$ cat src/rtl/sfgen_arith_pkg.sv
// Shared arithmetic definitions for generated datapath leaves.
// Latency: none (types and constants only).
// Backpressure: not applicable.
//
// Contents:
//   tc16_t    16-bit two's-complement word
//   TC16_MIN  most-negative 16-bit value (no positive counterpart)
//   TC16_MAX  most-positive 16-bit value
package sfgen_arith_pkg;

  typedef logic [15:0] tc16_t;

  localparam tc16_t TC16_MIN = 16'h8000;
  localparam tc16_t TC16_MAX = 16'h7FFF;

  // True for the single input whose magnitude is not representable.
  function automatic logic is_tc16_min(input tc16_t v);
    return (v == TC16_MIN);
  endfunction

endpackage

$ cat src/rtl/tc_negate_16.sv
// Combinational 16-bit two's-complement negate (~a + 1, modulo 2^16).
// Latency: zero, purely combinational.
// Backpressure: none.
//
// Ports:
//   a    operand
//   neg  -a modulo 2^16 (0x8000 maps to itself)
module tc_negate_16
  import sfgen_arith_pkg::*;
(
  input  tc16_t a,
  output tc16_t neg
);

  assign neg = ~a + 16'd1;

endmodule

$ cat src/rtl/tc_abs_16_unit.sv
// Absolute value of a 16-bit signed operand, combinational plus registered copy.
// Latency: fs_0/ovf zero cycles; fs_0_q/ovf_q/out_valid one cycle.
// Backpressure: none, an operand is accepted every cycle.
//
// Ports:
//   clk, rst_n   clock and asynchronous active-low reset (registered path only)
//   a            signed operand
//   in_valid     qualifies a for capture into the registered path
//   fs_0, ovf    combinational |a| and most-negative flag
//   fs_0_q       registered |a|, holds while in_valid is low
//   ovf_q        registered ovf, holds while in_valid is low
//   out_valid    in_valid delayed by one cycle
module tc_abs_16_unit
  import sfgen_arith_pkg::*;
#(
  parameter int WIDTH    = 16,
  parameter bit SATURATE = 1'b0
) (
  input  logic             clk,
  input  logic             rst_n,
  input  logic [WIDTH-1:0] a,
  input  logic             in_valid,
  output logic [WIDTH-1:0] fs_0,
  output logic             ovf,
  output logic [WIDTH-1:0] fs_0_q,
  output logic             out_valid,
  output logic             ovf_q
);

  tc16_t neg_a;
  tc16_t mag;
  logic  is_min;

  tc_negate_16 u_negate (
    .a   (a),
    .neg (neg_a)
  );

  // Sign-select between operand and its negation; 0x8000 negates to itself,
  // which is exactly the wrap behaviour.
  assign mag    = a[WIDTH-1] ? neg_a : a;
  assign is_min = is_tc16_min(a);

  assign ovf  = is_min;
  assign fs_0 = (SATURATE && is_min) ? TC16_MAX : mag;

  // Result/flag only load on a valid operand so the last good result stays
  // visible; out_valid tracks in_valid every cycle.
  always_ff @(posedge clk or negedge rst_n) begin
    if (!rst_n) begin
      fs_0_q    <= '0;
      ovf_q     <= 1'b0;
      out_valid <= 1'b0;
    end else begin
      out_valid <= in_valid;
      if (in_valid) begin
        fs_0_q <= fs_0;
        ovf_q  <= ovf;
      end
    end
  end

endmodule

$ cat config.mk
export PLATFORM = sky130hd
export DESIGN_NAME = tc_abs_16_unit
export DESIGN_NICKNAME = d
export VERILOG_FILES = /design/src/rtl/sfgen_arith_pkg.sv /design/src/rtl/tc_negate_16.sv /design/src/rtl/tc_abs_16_unit.sv
export SDC_FILE = /design/constraint.sdc
export NUM_CORES = 1
export LEC_CHECK = 0
export CAP_MARGIN = 20
export CORE_MARGIN = 1.5
export CORE_UTILIZATION = 39
export CTS_CLUSTER_SIZE = 14
export DETAILED_ROUTE_END_ITERATION = 10
export GPL_TIMING_DRIVEN = 0
export PLACE_DENSITY = 0.9
export SYNTH_ARGS = -nofsm -noshare
export SYNTH_HDL_FRONTEND = slang
export SYNTH_SLANG_ARGS = --single-unit
export TNS_END_PERCENT = 5
$ cat constraint.sdc
create_clock -name clk -period 2.9 [get_ports clk]
set_input_delay 0.725 -clock clk [delete_from_list [all_inputs] [get_ports clk]]
set_output_delay 0.725 -clock clk [all_outputs]
set_load 0.01 [all_outputs]
# Word-level counts from Yosys, hierarchy flattened
# Cells that the tools add are included.
# totals
wordCells	7
input_bits	19
output_inout_bits	35
reg_bits	18
# classes
n_eq_ne	1
addsub	1
muxes	1
n_bitwise	1
# op_table
cell	count
$add A16 B1 Y16 const B	1
$eq A16 B16 Y1 const B	1
$mux W16	1
$not A16 Y16	1

# Longest topological paths before layout
# Gate-level depths: netlist of the first run.
# depth
ltp_word	3
mapped_depth	6
ltp_nobuf	6

# By module
# A second synthesis of the first run with hierarchy kept.
# unflattened
hier_cells	97
hier_area_um2	1258.7
# modules_own_cells
mod	seq_area_each_um2	cells_each	area_per_inst_um2	n_inst
tc_abs_16_unit	450.4	60	963.4	1
tc_negate_16	0.0	37	295.3	1

# Worst setup path before layout of the first run
# No wires, ideal clock.
# synth_path
path_kind	input to output
start	in a[4]
end	out fs_0[13]
cell_stages	5
slack_ps	24
required_time_ps	2175
t_arrival_ps	2151
path_buffers	1
path_cell_list	or4_1 -> buf_2 -> or3_1 -> o21ai_0 -> xnor2_1
# synth_between
elab_chain_len	3
# synth_lines
element	line	source
from (decl)	tc_abs_16_unit.sv:21	input logic [WIDTH-1:0] a,
$not A16 Y16	tc_negate_16.sv:15	assign neg = ~a + 16'd1;
$add A16 B1 Y16	tc_negate_16.sv:15	
$mux W16	tc_abs_16_unit.sv:41	assign mag = a[WIDTH-1] ? neg_a : a;
to (decl)	tc_abs_16_unit.sv:23	output logic [WIDTH-1:0] fs_0,
# Every way passes these cells.

# Final worst setup path of the first run
# layout_path
start	in a[4]
end	out fs_0[8]
# The elaborated chain is that of the path after synthesis.

==> results of run 1 <==
[cell type report]
cell class                 count  area share
tap                           30      0.0205
buffer                         4      0.0157
inverter                       5      0.0103
timing repair buffer          61       0.302
clock buffer                   4      0.0198
sequential                    18       0.246
multi-input combinational     72       0.385
[critical path, cell delays in order]
cell and delay [ps]:
buf_6 110, or4_4 600, o41ai_2 360, xnor2_1 200
clkdlybuf4s15_2 260
[synthesized netlist by cell type (all sizes together)]
master,instances,share of area
inv,5,0.018
dfrtp,18,0.42
ha,1,0.012
nor2,2,0.0071
mux2,15,0.16
or3,5,0.029
xnor2,11,0.090
o211ai,1,0.0071
nor2b,4,0.023
nor4,3,0.018
buf,4,0.019
nor3,1,0.0047
or4,1,0.0071
xor2,2,0.016
nand4,1,0.0059
or2,1,0.0059
o41ai,3,0.039
nand2,6,0.021
a41oi,1,0.0082
o21ai,4,0.019
a31oi,3,0.018
o2111ai,1,0.0082
o31ai,3,0.021
nand3,3,0.014
clkbuf,1,0.0035
[metrics by stage]
step	std cells	area, µm²	power [mW]
2_1_floorplan	100	1060	0.406
3_3_place_gp	183	1630	0.559
3_5_place_dp	183	1630	0.566
4_1_cts	192	1780	0.731
5_1_grt	194	1830	0.773
6_report	194	1830	0.738
[final timing paths]
check                                  startpoint  slack (ps)                endpoint
min in group asynchronous                   rst_n         880   fs_0_q[4]$_DFFE_PN0P_
min reg2reg                 fs_0_q[8]$_DFFE_PN0P_         520   fs_0_q[8]$_DFFE_PN0P_
max in group asynchronous                   rst_n        1500       ovf_q$_DFFE_PN0P_
max                                          a[4]         -80                 fs_0[8]
min                         fs_0_q[8]$_DFFE_PN0P_         520   fs_0_q[8]$_DFFE_PN0P_
max reg2reg                fs_0_q[14]$_DFFE_PN0P_        1990  fs_0_q[14]$_DFFE_PN0P_
[what timing repair did]
item                       CTS  global route
setup endpoints to repair   16            13
pin swaps                   12             7
setup buffers                5             3
resized for setup           94            15
[registers in the layout (all words and copies together) (netlist names)]
signal and cells:
fs_0_q 16, ovf_q 1, out_valid 1
[cells by family after synthesis]
group	after synthesis	synth area share
and+or+nand+nor	27	0.136
DFF	18	0.423
AOI/OAI and AO/OA	16	0.120
muxes	15	0.162
xor gates and xnor gates	13	0.107
buffers and inverters	10	0.0400
adders and majority gates	1	0.0117
[report_power, final]
part	total (mW)	switching, mW	internal, mW
clock	0.162	0.0851	0.0768
combinational	0.278	0.125	0.153
sequential	0.298	0.0164	0.282
total	0.738	0.227	0.511
[layer usage]
layer	vias up	share of wire	GRT usage
li1	489	-	-
met1	525	0.41	0.256
met2	60	0.49	0.342
met3	10	0.070	0.0749
met4	0	0.032	0.115
met5	-	0	0
==> run metrics, run 1 <==
outcome finished with violations; violated checks negative setup slack; Ports 54; Clock Latency Late Sink 310 ps; Worst-path clk slew 100 ps; worst hold path class reg -> reg; Max Slew Vio Count 0; Setup crit end kind output port; CTS Buf Count 3; vias in the first global route 1,156; clk root buf clkbuf_4; num rows 18; post-synthesis sequential area ratio 0.423; worst vdd ir 0.347 mV; GPL Wtd Cong 0.801; RSZ-0062 raised after global routing true; fmax 335 MHz; GR Overflow Total 0; hold slack 519 ps; count of max-cap constraint violations 0; Clock Skew 0 ps; Routed Antenna Nets 0; fillers 162; hold path cells 1; drt pass-1 iters 4; Netlist cell types 29; CP required 2170 ps; ant diodes 0; Final Util 0.725; H-tree levels 1; critical path arrival 2260 ps; Setup violations, final 5; vias per inst 5.59; Final period util 1.03; FF+latch area 450 µm²; share of cells above drive strength 1 0.390; #FFs+latches synth 18; HPWL Detailed 2.16 mm; synthesized net count 120; largest net degree at the start of global routing 19; initial DRC count 19; chip width 55.3 µm; first-pass GRT wire length 5.22 mm; DR DRC count 0; Fin. Hold Viols 0; pre-CTS WS -1050 ps; Die ar. 3050 µm²; Post-Syn Instances 100; area of the multi-input gates 704 µm²; WL/cell 17.6 µm; vias after detailed routing 1,084; Mapped Avg Cell Area 10.6 µm²; Routed WL 3.42 mm; worst setup margin -83.0 ps; Least-Margin Pin Slew 835 ps; hold_buf cts 0; Setup Crit Path Kind in -> out; initial antenna violation count 0; Netlist Area Pre-Place 1060 µm²; Core Area 2520 µm²; commonest non-fill, non-tap cells in the layout 24 x clkdlybuf4s50_1, 18 x dfrtp_1, 14 x mux2_2; FF-to-FF path depth 3; most common cell after layout, fill and taps aside clkdlybuf4s50_1; min Tclk post-route 2980 ps; Die H 55.3 µm; CTS tree yes; Max-slew headroom 0.441; clk sinks 18; Net count, final 185; Pwr per Cell Area 404 nW/µm²; Synth warnings 0; starting density of the core 0.422; Tot GR Track Use 0.216; Port-buffer cells 53; TNS Setup -225 ps; Clock Tree Buf Depth 2; startpoint types primary input; P&R area growth vs syn 71.7%; largest fanout on the critical path 6; leakage power 0.775 nW
Power figures use the tool's default switching activity.
==> run 2: changes to the inputs <==
Settings changed: MAX_ROUTING_LAYER set to met4, SKIP_CTS_REPAIR_TIMING set to 1.
==> run metrics, run 2 (synthesized netlist as in run 1, its figures left out) <==
Final period util 1.11 (was 1.03); Setup Crit Path Kind in -> out (unchanged); startpoint types primary input (unchanged); RSZ-0062 raised after global routing true (unchanged); Fin. Hold Viols 0 (unchanged); Max Slew Vio Count 0 (unchanged); placed cell areas 1630 µm² (unchanged); GR Overflow Total 0 (unchanged); HPWL Detailed 2.16 mm (unchanged); Clock Latency Late Sink 310 ps (about the same); vias after detailed routing 1,034 (was 1,084); pre-CTS WS -1050 ps (unchanged); Worst-path clk slew 100 ps (about the same); end of the worst hold path fs_0_q[15]$_DFFE_PN0P_ (was fs_0_q[8]$_DFFE_PN0P_); Max-slew headroom 0.440 (was 0.441); Net count, final 179 (was 185); Final Power 0.724 mW (was 0.738 mW); Die H 55.3 µm (unchanged); Core Area 2520 µm² (unchanged); worst hold path class reg -> reg (unchanged); CTS tree yes (unchanged); GPL Wtd Cong 0.812 (was 0.801); starting density of the core 0.422 (unchanged); Inst Count DP 183 (unchanged); Port-buffer cells 53 (unchanged); Clock Skew 0 ps (unchanged); vias per inst 5.50 (was 5.59); Least-Margin Pin Slew 838 ps (was 835 ps); WL/cell 16.3 µm (was 17.6 µm); share of cells above drive strength 1 0.253 (was 0.390); initial antenna violation count 0 (unchanged); critical path arrival 2500 ps (was 2260 ps); CTS Buf Count 3 (unchanged); largest fanout on the critical path 7 (was 6); FF-to-FF path depth 3 (unchanged); Ports 54 (unchanged); post-route cell area 1780 µm² (was 1830 µm²); most common cell after layout, fill and taps aside clkdlybuf4s50_1 (unchanged); first-pass GRT wire length 4.60 mm (was 5.22 mm); Setup crit end kind output port (unchanged); reg2reg start fs_0_q[14]$_DFFE_PN0P_ (unchanged); leakage power 0.875 nW (was 0.775 nW); clk root buf clkbuf_4 (unchanged); Cell Count, Final, Fillers Out 188 (was 194); Routed WL 3.06 mm (was 3.42 mm); violated checks negative setup slack (unchanged); drt pass-1 iters 4 (unchanged); r2r endpoint fs_0_q[14]$_DFFE_PN0P_ (unchanged); ant diodes 0 (unchanged); Tot GR Track Use 0.192 (was 0.216); min Tclk post-route 3230 ps (was 2980 ps); clk sinks 18 (unchanged); commonest non-fill, non-tap cells in the layout 29 x clkdlybuf4s50_1, 20 x dlymetal6s2s_1, 18 x dfrtp_1 (was 24 x clkdlybuf4s50_1, 18 x dfrtp_1, 14 x mux2_2); outcome finished with violations (unchanged); Top Registers fs_0_q (16), out_valid (1), ovf_q (1) (unchanged); P&R area growth vs syn 67.2% (was 71.7%); switch share 0.299 (was 0.307); num rows 18 (unchanged); Reg power frac 0.411 (was 0.404); Setup violations, final 8 (was 5); fmax 310 MHz (was 335 MHz); worst vdd ir 0.344 mV (was 0.347 mV); hold path cells 1 (unchanged); Switch Pwr 0.217 mW (was 0.227 mW); initial DRC count 13 (was 19); Die ar. 3050 µm² (unchanged); logic gate share of total power 0.365 (was 0.377); count of max-cap constraint violations 0 (unchanged); Routed Antenna Nets 0 (unchanged); power share of the clock group 0.224 (was 0.219); largest net degree at the start of global routing 19 (unchanged); flop2flop setup slack 2020 ps (was 1990 ps); max reg flops 16 (unchanged); H-tree levels 1 (unchanged); worst setup margin -328 ps (was -83.0 ps); CP required 2170 ps (about the same); vias in the first global route 1,036 (was 1,156); hold path startpoint fs_0_q[15]$_DFFE_PN0P_ (was fs_0_q[8]$_DFFE_PN0P_); Clock Tree Buf Depth 2 (unchanged); chip width 55.3 µm (unchanged); hold slack 517 ps (was 519 ps); Pint 0.507 mW (was 0.511 mW); DR DRC count 0 (unchanged); most flop-heavy register fs_0_q (unchanged); Pwr per Cell Area 407 nW/µm² (was 404 nW/µm²)
[run 2: cell type report]
| cell class | count | area, µm² |
|---|---|---|
| multi-input cells | 72 | 642 |
| clock buffers | 4 | 36.3 |
| plain buffers | 5 | 27.5 |
| well taps | 30 | 37.5 |
| flip-flops and latches | 18 | 450 |
| fillers | 176 | 742 |
| inverters | 5 | 18.8 |
| repair buffers | 54 | 568 |
[run 2: worst max path at each step]
stage | from | end | cells past startpoint
6_report | a[4] | fs_0[13] | 7
5_1_grt | a[4] | fs_0[13] | 7
4_1_cts | a[2] | fs_0[13] | 7
3_5_place_dp | a[4] | fs_0[13] | 7
3_3_place_gp | a[4] | fs_0[13] | 7
2_1_floorplan | a[4] | fs_0[13] | 5
[run 2: worst max-delay path, stage by stage]
cell,delay (ps)
dlymetal6s2s_1,200
or4_1,550
buf_2,190
or3_4,410
o21ai_1,150
xnor2_1,130
clkbuf_2,150
[run 2: metal layers]
metal / part of all wire / track usage / wire length [µm] / vias up
li1: - / - / - / 478
met1: 0.41 / 0.242 / 1270 / 493
met2: 0.48 / 0.293 / 1470 / 56
met3: 0.082 / 0.0445 / 250 / 7
met4: 0.025 / 0.0906 / 78 / 0
met5: 0 / - / 0 / -
[run 2: power groups by stage]
| stage | sequential, mW | clock (mW) | combinational [mW] |
|---|---|---|---|
| 2_1_floorplan | 0.316 | 0 | 0.0898 |
| 3_3_place_gp | 0.300 | 0 | 0.259 |
| 3_5_place_dp | 0.303 | 0 | 0.264 |
| 4_1_cts | 0.298 | 0.167 | 0.266 |
| 5_1_grt | 0.302 | 0.175 | 0.281 |
| 6_report | 0.298 | 0.162 | 0.264 |
[run 2: through the flow]
| stage | TNS (ps) | utilization |
|---|---|---|
| 2_1_floorplan | 0 | - |
| 3_3_place_gp | -9770 | 0.647 |
| 3_5_place_dp | -10190 | 0.647 |
| 4_1_cts | -10410 | 0.662 |
| 5_1_grt | -1860 | 0.706 |
| 6_report | -1160 | 0.706 |
==> run 3: changes to the inputs <==
Settings changed: CORE_ASPECT_RATIO set to 2.
==> run metrics, run 3 (synthesized netlist as in run 1, its figures left out) <==
outcome finished with violations (unchanged); violated checks negative setup slack (unchanged); most flop-heavy register fs_0_q (unchanged); area of the multi-input gates 698 µm² (was 642 µm²); share of cells above drive strength 1 0.331 (was 0.253); Die H 76.9 µm (was 55.3 µm); HPWL Detailed 2.35 mm (was 2.16 mm); Setup Crit Path Kind in -> out (unchanged); Final period util 1.09 (was 1.11); Tot GR Track Use 0.225 (was 0.192); power share of the clock group 0.232 (was 0.224); Clock Skew 0 ps (unchanged); chip width 39.9 µm (was 55.3 µm); Routed Antenna Nets 0 (unchanged); Slowest-stage cell, CP clkdlybuf4s50_1 (was or4_1); Pwr per Cell Area 410 nW/µm² (was 407 nW/µm²); largest net degree at the start of global routing 19 (unchanged); leakage power 0.862 nW (was 0.875 nW); count of max-cap constraint violations 0 (unchanged); num rows 26 (was 18); WL met1 1.02 mm (was 1.27 mm); first-pass GRT wire length 4.73 mm (was 4.60 mm); Final Power 0.742 mW (was 0.724 mW); Top delay family on crit path simple AND/OR/NAND/NOR gates (unchanged); Setup violations, final 4 (was 8); Cell Count, Final, Fillers Out 185 (was 188); switch share 0.293 (was 0.299); DR DRC count 0 (unchanged); starting density of the core 0.414 (was 0.422); Pint 0.524 mW (was 0.507 mW); fmax 316 MHz (was 310 MHz); initial DRC count 44 (was 13); H-tree levels 1 (unchanged); Clock Latency Late Sink 250 ps (was 310 ps); Inst Count DP 181 (was 183); drt pass-1 iters 4 (unchanged); largest fanout on the critical path 3 (was 7); WL/cell 18.2 µm (was 16.3 µm); CTS tree yes (unchanged); Critical Path Most Common Cell or3_4; Ports 54 (unchanged); critical path arrival 2440 ps (was 2500 ps); Least-Margin Pin Slew 849 ps (was 838 ps); fillers 196 (was 176); CP Buf/Inv Count 2 (was 3); critical path's largest stage delay 500 ps (was 550 ps); Worst-path clk slew 60 ps (was 100 ps); clk sinks 18 (unchanged); vias in the first global route 1,019 (was 1,036); Top Registers fs_0_q (16), out_valid (1), ovf_q (1) (unchanged); Port-buffer cells 53 (unchanged); placed cell areas 1630 µm² (about the same); max reg flops 16 (unchanged); CP required 2170 ps (about the same); GPL Wtd Cong 0.837 (was 0.812); P&R area growth vs syn 70.0% (was 67.2%); Clock Tree Buf Depth 2 (unchanged); worst vdd ir 0.310 mV (was 0.344 mV); most common cell after layout, fill and taps aside clkdlybuf4s50_1 (unchanged); Routed WL 3.37 mm (was 3.06 mm); FF+latch area 450 µm² (unchanged); Final Util 0.704 (was 0.706); TNS Setup -619 ps (was -1160 ps); logic gate share of total power 0.367 (was 0.365); Reg power frac 0.401 (was 0.411); vias after detailed routing 1,092 (was 1,034); ant diodes 0 (unchanged); Max-slew headroom 0.432 (was 0.440); min Tclk post-route 3170 ps (was 3230 ps); Core Area 2570 µm² (was 2520 µm²); worst setup margin -265 ps (was -328 ps); post-route cell area 1810 µm² (was 1780 µm²); Net count, final 179 (unchanged); GR Overflow Total 0 (unchanged); CP cell instances clkdlybuf4s50_1 > or3_4 > or3_4 > o21ai_2 > xnor2_1 > buf_2 (was dlymetal6s2s_1 > or4_1 > buf_2 > or3_4 > o21ai_1 > xnor2_1 > clkbuf_2); RSZ-0062 raised after global routing true (unchanged); initial antenna violation count 0 (unchanged); wire length on met2 1.97 mm (was 1.47 mm); commonest non-fill, non-tap cells in the layout 28 x clkdlybuf4s50_1, 18 x dfrtp_1, 16 x dlymetal6s2s_1 (was 29 x clkdlybuf4s50_1, 20 x dlymetal6s2s_1, 18 x dfrtp_1); worst hold path class reg -> reg (unchanged); DR top layer met4 (unchanged); Fin. Hold Viols 0 (unchanged); Die ar. 3070 µm² (was 3050 µm²); clk root buf clkbuf_8 (was clkbuf_4); Max Slew Vio Count 0 (unchanged); met3 WL 202 µm (was 250 µm); Setup crit end kind output port (unchanged); vias per inst 5.90 (was 5.50); CTS Buf Count 3 (unchanged); startpoint types primary input (unchanged); Switch Pwr 0.218 mW (was 0.217 mW)
run 3: final timing paths:
check,startpoint,to,slack [ps],cells after the start
hold / removal,fs_0_q[9]$_DFFE_PN0P_,fs_0_q[9]$_DFFE_PN0P_,510,1
max in group asynchronous,rst_n,fs_0_q[6]$_DFFE_PN0P_,1420,1
setup / recovery,a[9],fs_0[13],-270,6
setup reg to reg,fs_0_q[14]$_DFFE_PN0P_,fs_0_q[14]$_DFFE_PN0P_,1990,3
min in group asynchronous,rst_n,fs_0_q[14]$_DFFE_PN0P_,960,1
hold reg to reg,fs_0_q[9]$_DFFE_PN0P_,fs_0_q[9]$_DFFE_PN0P_,510,1
run 3: area by class of cell:
cell class,instances,area share
plain buffers,5,0.0187
clock buffers,3,0.0228
inverters,5,0.0104
multi-input cells,72,0.386
flip-flops and latches,18,0.249
well taps,28,0.0194
repair buffers,54,0.294
run 3: metrics by stage:
stage | setup WS [ps] | hold slack [ps]
finish | -265 | 506
global route | -344 | 530
CTS | -1040 | 510
detailed placement | -1050 | 495
global placement | -1020 | 492
floorplan | 23.8 | 429
run 3: per-layer routing:
metal | vias up | track usage
met5 | - | -
met4 | 0 | 0.117
met3 | 20 | 0.0260
met2 | 69 | 0.384
met1 | 524 | 0.229
li1 | 479 | -
run 3: power by group through the flow:
stage / logic [mW] / clock network (mW) / registers, mW
5_1_grt: 0.289 / 0.187 / 0.301
3_3_place_gp: 0.261 / 0 / 0.300
3_5_place_dp: 0.266 / 0 / 0.303
4_1_cts: 0.268 / 0.178 / 0.298
6_report: 0.272 / 0.172 / 0.298
2_1_floorplan: 0.0898 / 0 / 0.316
